### src/rtl/msg_arb_pkg.sv
// Shared definitions for the message read arbiter: FSM encoding, width defaults
// and the round-robin pointer advance helper.
package msg_arb_pkg;

  localparam int CH_W       = 3;
  localparam int MAX_CH     = 8;
  localparam int DEF_DATA_W = 16;
  localparam int DEF_LEN_W  = 8;

  typedef enum logic [2:0] {
    S_IDLE    = 3'd0,
    S_LEN_REQ = 3'd1,
    S_LEN_CAP = 3'd2,
    S_RD      = 3'd3,
    S_CAP     = 3'd4,
    S_HOLD    = 3'd5
  } state_t;

  function automatic logic [CH_W-1:0] next_ptr(input logic [CH_W-1:0] idx, input int n_ch);
    logic [CH_W-1:0] nxt;
    if (int'(idx) >= n_ch - 1) begin
      nxt = 3'd0;
    end else begin
      nxt = idx + 3'd1;
    end
    return nxt;
  endfunction

endpackage

### src/rtl/msg_read_arbiter_rr_arbiter.sv
// Combinational round-robin picker: first requesting channel at or after ptr,
// wrapping modulo N_CH.
module rr_arbiter
  import msg_arb_pkg::*;
#(
  parameter int N_CH = 4
) (
  input  logic [N_CH-1:0] req,
  input  logic [CH_W-1:0] ptr,
  output logic [N_CH-1:0] grant,
  output logic [CH_W-1:0] idx,
  output logic            any
);

  localparam int PW = CH_W + 1;

  logic [MAX_CH-1:0] req_pad;
  logic [PW-1:0]     pos;
  logic [CH_W-1:0]   sel;

  assign req_pad = MAX_CH'(req);

  // Scan channels in priority order starting from the pointer
  always_comb begin
    idx   = 3'd0;
    any   = 1'b0;
    pos   = '0;
    sel   = 3'd0;
    grant = '0;
    for (int i = 0; i < N_CH; i++) begin
      pos = {1'b0, ptr} + PW'(i);
      sel = (pos >= PW'(N_CH)) ? (pos[CH_W-1:0] - CH_W'(N_CH)) : pos[CH_W-1:0];
      if (!any && req_pad[sel]) begin
        idx = sel;
        any = 1'b1;
      end else begin
      end
    end
    for (int j = 0; j < N_CH; j++) begin
      grant[j] = any && (idx == CH_W'(j));
    end
  end

endmodule

### src/rtl/msg_read_arbiter.sv
// Round-robin reader draining whole messages from N_CH length/data FIFO pairs
// onto one valid/ready stream. Define MSG_STATS_EN to add MSG_CNT/DROP_CNT.
module msg_read_arbiter
  import msg_arb_pkg::*;
#(
  parameter int N_CH   = 4,
  parameter int DATA_W = DEF_DATA_W,
  parameter int LEN_W  = DEF_LEN_W
) (
  input  logic                   SYS_CLK,
  input  logic                   RST,
  input  logic [N_CH-1:0]        GOT_FULL_MSG,
  input  logic [N_CH*LEN_W-1:0]  MSG_LEN,
  input  logic [N_CH*DATA_W-1:0] FIFO_Q,
  output logic [N_CH-1:0]        RD_REQ_LEN,
  output logic [N_CH-1:0]        RD_REQ,
  output logic [DATA_W-1:0]      OUT_DATA,
  output logic                   OUT_VALID,
  input  logic                   OUT_READY,
  output logic                   OUT_SOP,
  output logic                   OUT_EOP,
  output logic [CH_W-1:0]        OUT_CH,
`ifdef MSG_STATS_EN
  output logic [15:0]            MSG_CNT,
  output logic [7:0]             DROP_CNT,
`endif
  output logic                   BUSY
);

  state_t            state;
  logic [CH_W-1:0]   rr_ptr;
  logic [CH_W-1:0]   grant_idx;
  logic [N_CH-1:0]   grant_oh;
  logic [LEN_W-1:0]  remaining;
  logic              first_word;

  logic [N_CH-1:0]   arb_grant;
  logic [CH_W-1:0]   arb_idx;
  logic              arb_any;

  // Padded to 8 entries so a 3-bit channel index selects without width mismatch
  logic [LEN_W-1:0]  len_arr [MAX_CH];
  logic [DATA_W-1:0] q_arr   [MAX_CH];

  for (genvar g = 0; g < MAX_CH; g++) begin : g_unpack
    if (g < N_CH) begin : g_on
      assign len_arr[g] = MSG_LEN[g*LEN_W +: LEN_W];
      assign q_arr[g]   = FIFO_Q[g*DATA_W +: DATA_W];
    end else begin : g_off
      assign len_arr[g] = '0;
      assign q_arr[g]   = '0;
    end
  end

  rr_arbiter #(.N_CH(N_CH)) u_rr (
    .req   (GOT_FULL_MSG),
    .ptr   (rr_ptr),
    .grant (arb_grant),
    .idx   (arb_idx),
    .any   (arb_any)
  );

  // Message scheduler FSM with all outputs registered
  always_ff @(posedge SYS_CLK or negedge RST) begin
    if (!RST) begin
      state      <= S_IDLE;
      rr_ptr     <= 3'd0;
      grant_idx  <= 3'd0;
      grant_oh   <= '0;
      remaining  <= '0;
      first_word <= 1'b0;
      RD_REQ_LEN <= '0;
      RD_REQ     <= '0;
      OUT_DATA   <= '0;
      OUT_VALID  <= 1'b0;
      OUT_SOP    <= 1'b0;
      OUT_EOP    <= 1'b0;
      OUT_CH     <= 3'd0;
      BUSY       <= 1'b0;
`ifdef MSG_STATS_EN
      MSG_CNT    <= 16'd0;
      DROP_CNT   <= 8'd0;
`endif
    end else begin
      case (state)
        S_IDLE: begin
          if (arb_any) begin
            grant_idx  <= arb_idx;
            grant_oh   <= arb_grant;
            RD_REQ_LEN <= arb_grant;
            BUSY       <= 1'b1;
            state      <= S_LEN_REQ;
          end else begin
            BUSY <= 1'b0;
          end
        end
        S_LEN_REQ: begin
          RD_REQ_LEN <= '0;
          state      <= S_LEN_CAP;
        end
        S_LEN_CAP: begin
          remaining  <= len_arr[grant_idx];
          first_word <= 1'b1;
          if (len_arr[grant_idx] == '0) begin
            // A dropped message still counts as this channel's turn
            rr_ptr <= next_ptr(grant_idx, N_CH);
            BUSY   <= 1'b0;
            state  <= S_IDLE;
`ifdef MSG_STATS_EN
            if (DROP_CNT != 8'hFF) begin
              DROP_CNT <= DROP_CNT + 8'd1;
            end else begin
              DROP_CNT <= DROP_CNT;
            end
`endif
          end else begin
            RD_REQ <= grant_oh;
            state  <= S_RD;
          end
        end
        S_RD: begin
          RD_REQ <= '0;
          state  <= S_CAP;
        end
        S_CAP: begin
          OUT_DATA  <= q_arr[grant_idx];
          OUT_VALID <= 1'b1;
          OUT_SOP   <= first_word;
          OUT_EOP   <= (remaining == LEN_W'(1));
          OUT_CH    <= grant_idx;
          state     <= S_HOLD;
        end
        S_HOLD: begin
          if (OUT_READY) begin
            OUT_VALID  <= 1'b0;
            OUT_SOP    <= 1'b0;
            OUT_EOP    <= 1'b0;
            first_word <= 1'b0;
            remaining  <= remaining - LEN_W'(1);
            if (remaining == LEN_W'(1)) begin
              rr_ptr <= next_ptr(grant_idx, N_CH);
              BUSY   <= 1'b0;
              state  <= S_IDLE;
`ifdef MSG_STATS_EN
              MSG_CNT <= MSG_CNT + 16'd1;
`endif
            end else begin
              RD_REQ <= grant_oh;
              state  <= S_RD;
            end
          end else begin
            state <= S_HOLD;
          end
        end
        default: begin
          RD_REQ_LEN <= '0;
          RD_REQ     <= '0;
          OUT_VALID  <= 1'b0;
          BUSY       <= 1'b0;
          state      <= S_IDLE;
        end
      endcase
    end
  end

endmodule

### config.mk
export PLATFORM = sky130hd
export DESIGN_NAME = msg_read_arbiter
export DESIGN_NICKNAME = d
export VERILOG_FILES = /design/src/rtl/msg_arb_pkg.sv /design/src/rtl/msg_read_arbiter_rr_arbiter.sv /design/src/rtl/msg_read_arbiter.sv
export SDC_FILE = /design/constraint.sdc
export NUM_CORES = 1
export LEC_CHECK = 0
export ABC_AREA = 1
export CORE_ASPECT_RATIO = 1.4
export CORE_UTILIZATION = 50
export CTS_BUF_LIST = sky130_fd_sc_hd__clkbuf_4
export CTS_CLUSTER_DIAMETER = 50
export CTS_CLUSTER_SIZE = 10
export DETAILED_ROUTE_END_ITERATION = 12
export GPL_ROUTABILITY_DRIVEN = 0
export HOLD_SLACK_MARGIN = 0.08
export PLACE_DENSITY = 0.95
export SLEW_MARGIN = 20
export SYNTH_ARGS = -nofsm -noshare
export SYNTH_HDL_FRONTEND = slang
export SYNTH_HIERARCHICAL = 1
export SYNTH_SLANG_ARGS = --single-unit
### constraint.sdc
create_clock -name SYS_CLK -period 6.4 [get_ports SYS_CLK]
set_input_delay 1.6 -clock SYS_CLK [delete_from_list [all_inputs] [get_ports SYS_CLK]]
set_output_delay 1.6 -clock SYS_CLK [all_outputs]
set_load 0.02 [all_outputs]
* Yosys cells after proc, flatten, opt, wreduce, memory -nomap -nowiden
Cells that the tools add are included.
** Storage, ports and cells
- Flip-flop bits (word level) :: 53
- Input bits :: 103
- Logic and storage cells :: 134
** Cells by class
- Eq/ne operators :: 15
- Order comparisons :: 10
- Mux-type cells :: 54
- Reduce and logical (&&, ||, !) cells :: 27
- Add/subtract/negate cells :: 9
- Bitwise gates (word level) :: 5
** Operators with widths (number)
- $bmux W16 S3 :: 1
- $mux W3 :: 14
- $mux W16 :: 2
- $bmux W8 S3 :: 1
- $mux W8 :: 3
- $pmux W3 S6 :: 1
- $lt A3 B4 Y1 const B :: 4
- $mux W4 :: 4
- $pmux W8 S2 :: 1
- $mux W1 :: 13
- $bmux W1 S3 :: 4
- $eq A3 B2 Y1 const B :: 4
- $ge A4 B3 Y1 const B :: 3
- $ne A2 B2 Y1 const B :: 6
- $pmux W4 S3 :: 1
- $reduce_and A4 Y1 :: 3
- $sub A3 B3 Y3 const B :: 4
- $reduce_and A2 Y1 :: 5
- $add A3 B2 Y4 const B :: 2
- $eq A8 B1 Y1 const B :: 1
- $logic_not A8 Y1 :: 1
- $pmux W4 S2 :: 1
- $reduce_or A4 Y1 :: 2
- $sub A8 B1 Y8 const B :: 1
- other kinds (19) :: 38

* Depth between registers and ports, before layout
- Depth after elaboration :: 18
- Gate-level depth with buffers :: 14
- Gate-level depth less buffers :: 14

* By module
Netlist, hierarchy kept.
** By module, submodules not included
- msg_read_arbiter :: times used 1, cells each 444, area each 3280.6 µm²
- rr_arbiter :: times used 1, cells each 70, area each 387.9 µm²

* Least setup slack after synthesis
No wires, ideal clock.
- Path kind :: in2reg
- Start point :: in GOT_FULL_MSG[3]
- End point :: reg RD_REQ_LEN[0]
- Stages :: 10
- Setup time :: 0.132 ns
- Path slack :: 3.624 ns
- Data arrival time :: 2.644 ns
- Cell sequence :: inv_1 nand2_1 nand3_1 nand2_2 nor2_4 nand3b_1 nand2_1 clkinv_1 nand2_1 o21ai_1
** On the way
- Elaborated cells on any way between the ends :: 28
** RTL lines
- start, declared :: RTL line msg_read_arbiter.sv:12 : input logic [N_CH-1:0] GOT_FULL_MSG,
- $bmux W1 S3 :: RTL line msg_read_arbiter_rr_arbiter.sv:33 : if (!any && req_pad[sel]) begin
- $mux W1 (not written as such) :: RTL line msg_read_arbiter_rr_arbiter.sv:33
- $mux W1 :: RTL line msg_read_arbiter_rr_arbiter.sv:33
- $logic_not A1 Y1 :: RTL line msg_read_arbiter_rr_arbiter.sv:33
- $logic_and A1 B1 Y1 :: RTL line msg_read_arbiter_rr_arbiter.sv:33
- $mux W1 :: RTL line msg_read_arbiter_rr_arbiter.sv:33
- $logic_not A1 Y1 :: RTL line msg_read_arbiter_rr_arbiter.sv:33
- $logic_and A1 B1 Y1 :: RTL line msg_read_arbiter_rr_arbiter.sv:33
- $mux W1 :: RTL line msg_read_arbiter_rr_arbiter.sv:33
- $logic_not A1 Y1 :: RTL line msg_read_arbiter_rr_arbiter.sv:33
- $logic_and A1 B1 Y1 :: RTL line msg_read_arbiter_rr_arbiter.sv:33
- $mux W1 * :: RTL line msg_read_arbiter_rr_arbiter.sv:33
- named net arb_any :: RTL line msg_read_arbiter.sv:39 : logic arb_any;
- $logic_and A1 B1 Y1 :: RTL line msg_read_arbiter_rr_arbiter.sv:40 : grant[j] = any && (idx == CH_W'(j));
- $mux W4 :: RTL line msg_read_arbiter.sv:87 : if (arb_any) begin
- $pmux W4 S2 :: RTL line msg_read_arbiter.sv:85 : case (state)
- end signal, assigned :: RTL line msg_read_arbiter.sv:90 : RD_REQ_LEN <= arb_grant;
- end, declared :: RTL line msg_read_arbiter.sv:15 : output logic [N_CH-1:0] RD_REQ_LEN,
Mark *: on every way through the listed nets, which the timed path passes. The rest lies on a longest branch. The select of a mux whose other input is x is not followed.
A chain may end at the register's enable or synchronous reset.

* Final worst setup path
- Start point :: in GOT_FULL_MSG[0]
- End point :: reg RD_REQ_LEN[2]
The elaborated chain is that of the path after synthesis.

==> results.yml <==
route:
  vias: 3954
  post-route-drc-count: 0
  wl_per_cell_um: 15.1
  drt_iter0_markers: 250
  ant_nets: 0
  viasPerCell: 5.41
  postRouteWirelength_um: 11000
  dr.pass1.iters: 6
placed_design:
  pre_cts_ws_ps: 2890
  port_buffers: 133
  dp_hpwl_um: 8180
flow_run:
  drv_cap: 0
synth:
  yosysUniqueCellTypes: 40
  synth_area_sq_um: 3670
  yosysSeqAreaShare_pct: 36.2
  synth.avg_cell_area_sq_um: 7.14
  async_flop_share_pct: 100
  synth_ff_type: "dfrtp_1"
  synth_cells: 514
  ys_ff_latch: 53
  synth_edf_count: 0
  synth.net_count: 623
  ys_warn_count: 6
cells_and_area:
  diodes: 0
  n_fill_cell: 559
  drive_above_1_share_pct: 10.5
  nets: 744
  multiInputGateArea_sq_um: 1960
  synthToLayoutAreaGrowth_pct: 38.2
  seq_area_sq_um: 1330
floorplanning:
  start_util_pct: 52.2
  rows: 36
  dieArea_sq_um: 7690
  die_w_um: 74.4
  die_h_um: 103
  io_pins: 134
  fp.coreArea_sq_um: 7030
clocking:
  cts_hold_buf: 0
  cts_buffer_depth: 2
  cts.clk_slew.worst_paths_ps: 150
  insertion_delay_ps: 370
  cts_buffers: 5
  clock-sinks: 53
  cts-resized-gates: 0
  cts_tree: "yes"
  htreeDepth: 2
  post-cts-setup-buffers: 0
  root_buffer: "clkbuf_4"
sta:
  fin_skew_ps: 14.3
  setup_ws_ps: 3270
  hold_viol: 0
  rsz0062_at_grt: "no"
  period_share_pct: 49.0
  tns_ps: 0
  period_needed_ps: 3130
  tightest_slew_ps: 904
  timing.final.max_slew_violations: 0
  fmax_ghz: 0.319
  relSlewSlack_pct: 39.7
  finalSetupViolCount: 0
  holdWs_ps: 508
global_routing:
  grt_overflow: 0
  grt_max_degree: 54
  grt_pass1_wl_um: 17600
  track_usage_pct: 29.5
  antenna_found_initial: 0
  grt_pass1_vias: 4066
min_path:
  hold_path_class: "flop to flop"
critical_path:
  worstSetupPathType: "input port to flop"
  crit_fanout: 4
  endpoint_kind: "flop"
  cp.arrival_ps: 3380
  required_ps: 6650
  critPathLaunchType: "input port"
power:
  pwr_density_cell_nw_per_um2: 427
  p_leak_nw: 2.41
  ir_worst_vdd_v: 0.000307
  p_total_w: 0.00217
status:
  status: "finished, final reports clean"
==> synth_stat cells (2+ instances only) <==
library cell  count  area share, %
nand2_4           4            1.2
nor2_2            3           0.51
nor2_1           61            6.2
nand2_1         108             11
nand3_2           6            1.6
dfrtp_1          53             36
a22o_1           16            3.8
buf_4             6            1.2
xnor2_1           2           0.48
nand2_2          20            3.4
inv_2            10            1.0
o21ai_0          50            6.8
o21ai_2           4           0.95
o21ai_1           6           0.82
nand4_1           7            1.2
buf_2             4           0.55
inv_1            56            5.7
ha_1              6            2.0
inv_4             2           0.34
a21oi_1           7           0.95
o22ai_1          18            3.1
nor2_4            5            1.5
nand3_1          34            4.6
xor2_1            2           0.48
clkbuf_1          9           0.92
==> final timing paths <==
check	depth (start not counted)	slack, ps	from	endpoint
worst max-delay path	9	3270	GOT_FULL_MSG[0]	RD_REQ_LEN[2]$_DFFE_PN0P_
worst min-delay path	2	510	OUT_CH[0]$_DFFE_PN0P_	OUT_CH[0]$_DFFE_PN0P_
worst max register to register	11	3850	rr_ptr[0]$_DFFE_PN0P_	RD_REQ_LEN[2]$_DFFE_PN0P_
worst min register to register	2	510	OUT_CH[0]$_DFFE_PN0P_	OUT_CH[0]$_DFFE_PN0P_
max in group asynchronous	2	4620	RST	OUT_DATA[6]$_DFFE_PN0P_
min in group asynchronous	2	1320	RST	RD_REQ[1]$_DFFE_PN0P_
==> metrics by stage <==
step / utilization (%) / std cells / cell area, sq um
after floorplan: - / 514 / 3670
after global placement: 71.4 / 723 / 5010
after detailed placement: 71.4 / 723 / 5010
after CTS: 72.2 / 731 / 5070
after global routing: 72.2 / 731 / 5070
final: 72.2 / 731 / 5070
==> flip-flops by register name (all words and copies together), names as in the netlist, 3 cells and up <==
name / count
grant_idx: 3
state: 3
OUT_DATA: 16
remaining: 8
grant_oh: 4
RD_REQ_LEN: 4
rr_ptr: 3
OUT_CH: 3
RD_REQ: 4
==> cell families (layout without fill, tap and decap cells) <==
kind of cell,Yosys count,in the layout,share of synthesized area [%]
and+or+nand+nor,255,255,33.1
AOI/OAI and AO/OA,105,105,17.3
buffers and inverters,90,212,10.3
DFF,53,53,36.2
adders and majority gates,6,6,2.05
xor gates and xnor gates,4,4,0.955
other,1,1,0.102
==> area by class of cell <==
class / instances / area share [%]
clock buffers: 5 / 0.740
clock inverters: 3 / 0.346
well taps: 95 / 2.34
inverters: 69 / 5.21
flip-flops and latches: 53 / 26.2
multi-input cells: 371 / 38.7
repair buffers: 135 / 26.5
==> per-layer routing <==
layer / up-vias / global-route usage (%) / wire length, um
met5: - / 0 / 0
met4: 0 / 18.7 / 568
met3: 54 / 5.52 / 671
met2: 187 / 54.1 / 5670
met1: 1798 / 30.2 / 4130
li1: 1915 / - / -
==> where the power goes <==
group | switching, W | internal, W
registers | 0.000126 | 0.000468
clock network | 0.000106 | 0.0000420
logic | 0.000874 | 0.000551
==> worst max-delay path, cell delays in order <==
cell	delay, ps
clkdlybuf4s50_1	490
nand2_1	80
nand2_1	90
nor2_1	40
nor2_1	300
nand3b_1	210
nor2_1	80
nor3_1	360
o21ai_1	120
==> cell usage in the layout (no fill, tap or decap), types with 5 or more instances in the layout <==
master,count
nand4_1,7
dfrtp_1,53
clkdlybuf4s50_1,132
a21oi_1,7
a22o_1,16
nand3_2,6
nand3_1,34
o22ai_1,18
clkbuf_4,5
inv_1,56
ha_1,6
nor2_4,5
inv_2,10
nor2_1,61
nand2_2,20
nand2_1,108
o21ai_1,6
o21ai_0,50
Power figures use the tool's default switching activity.
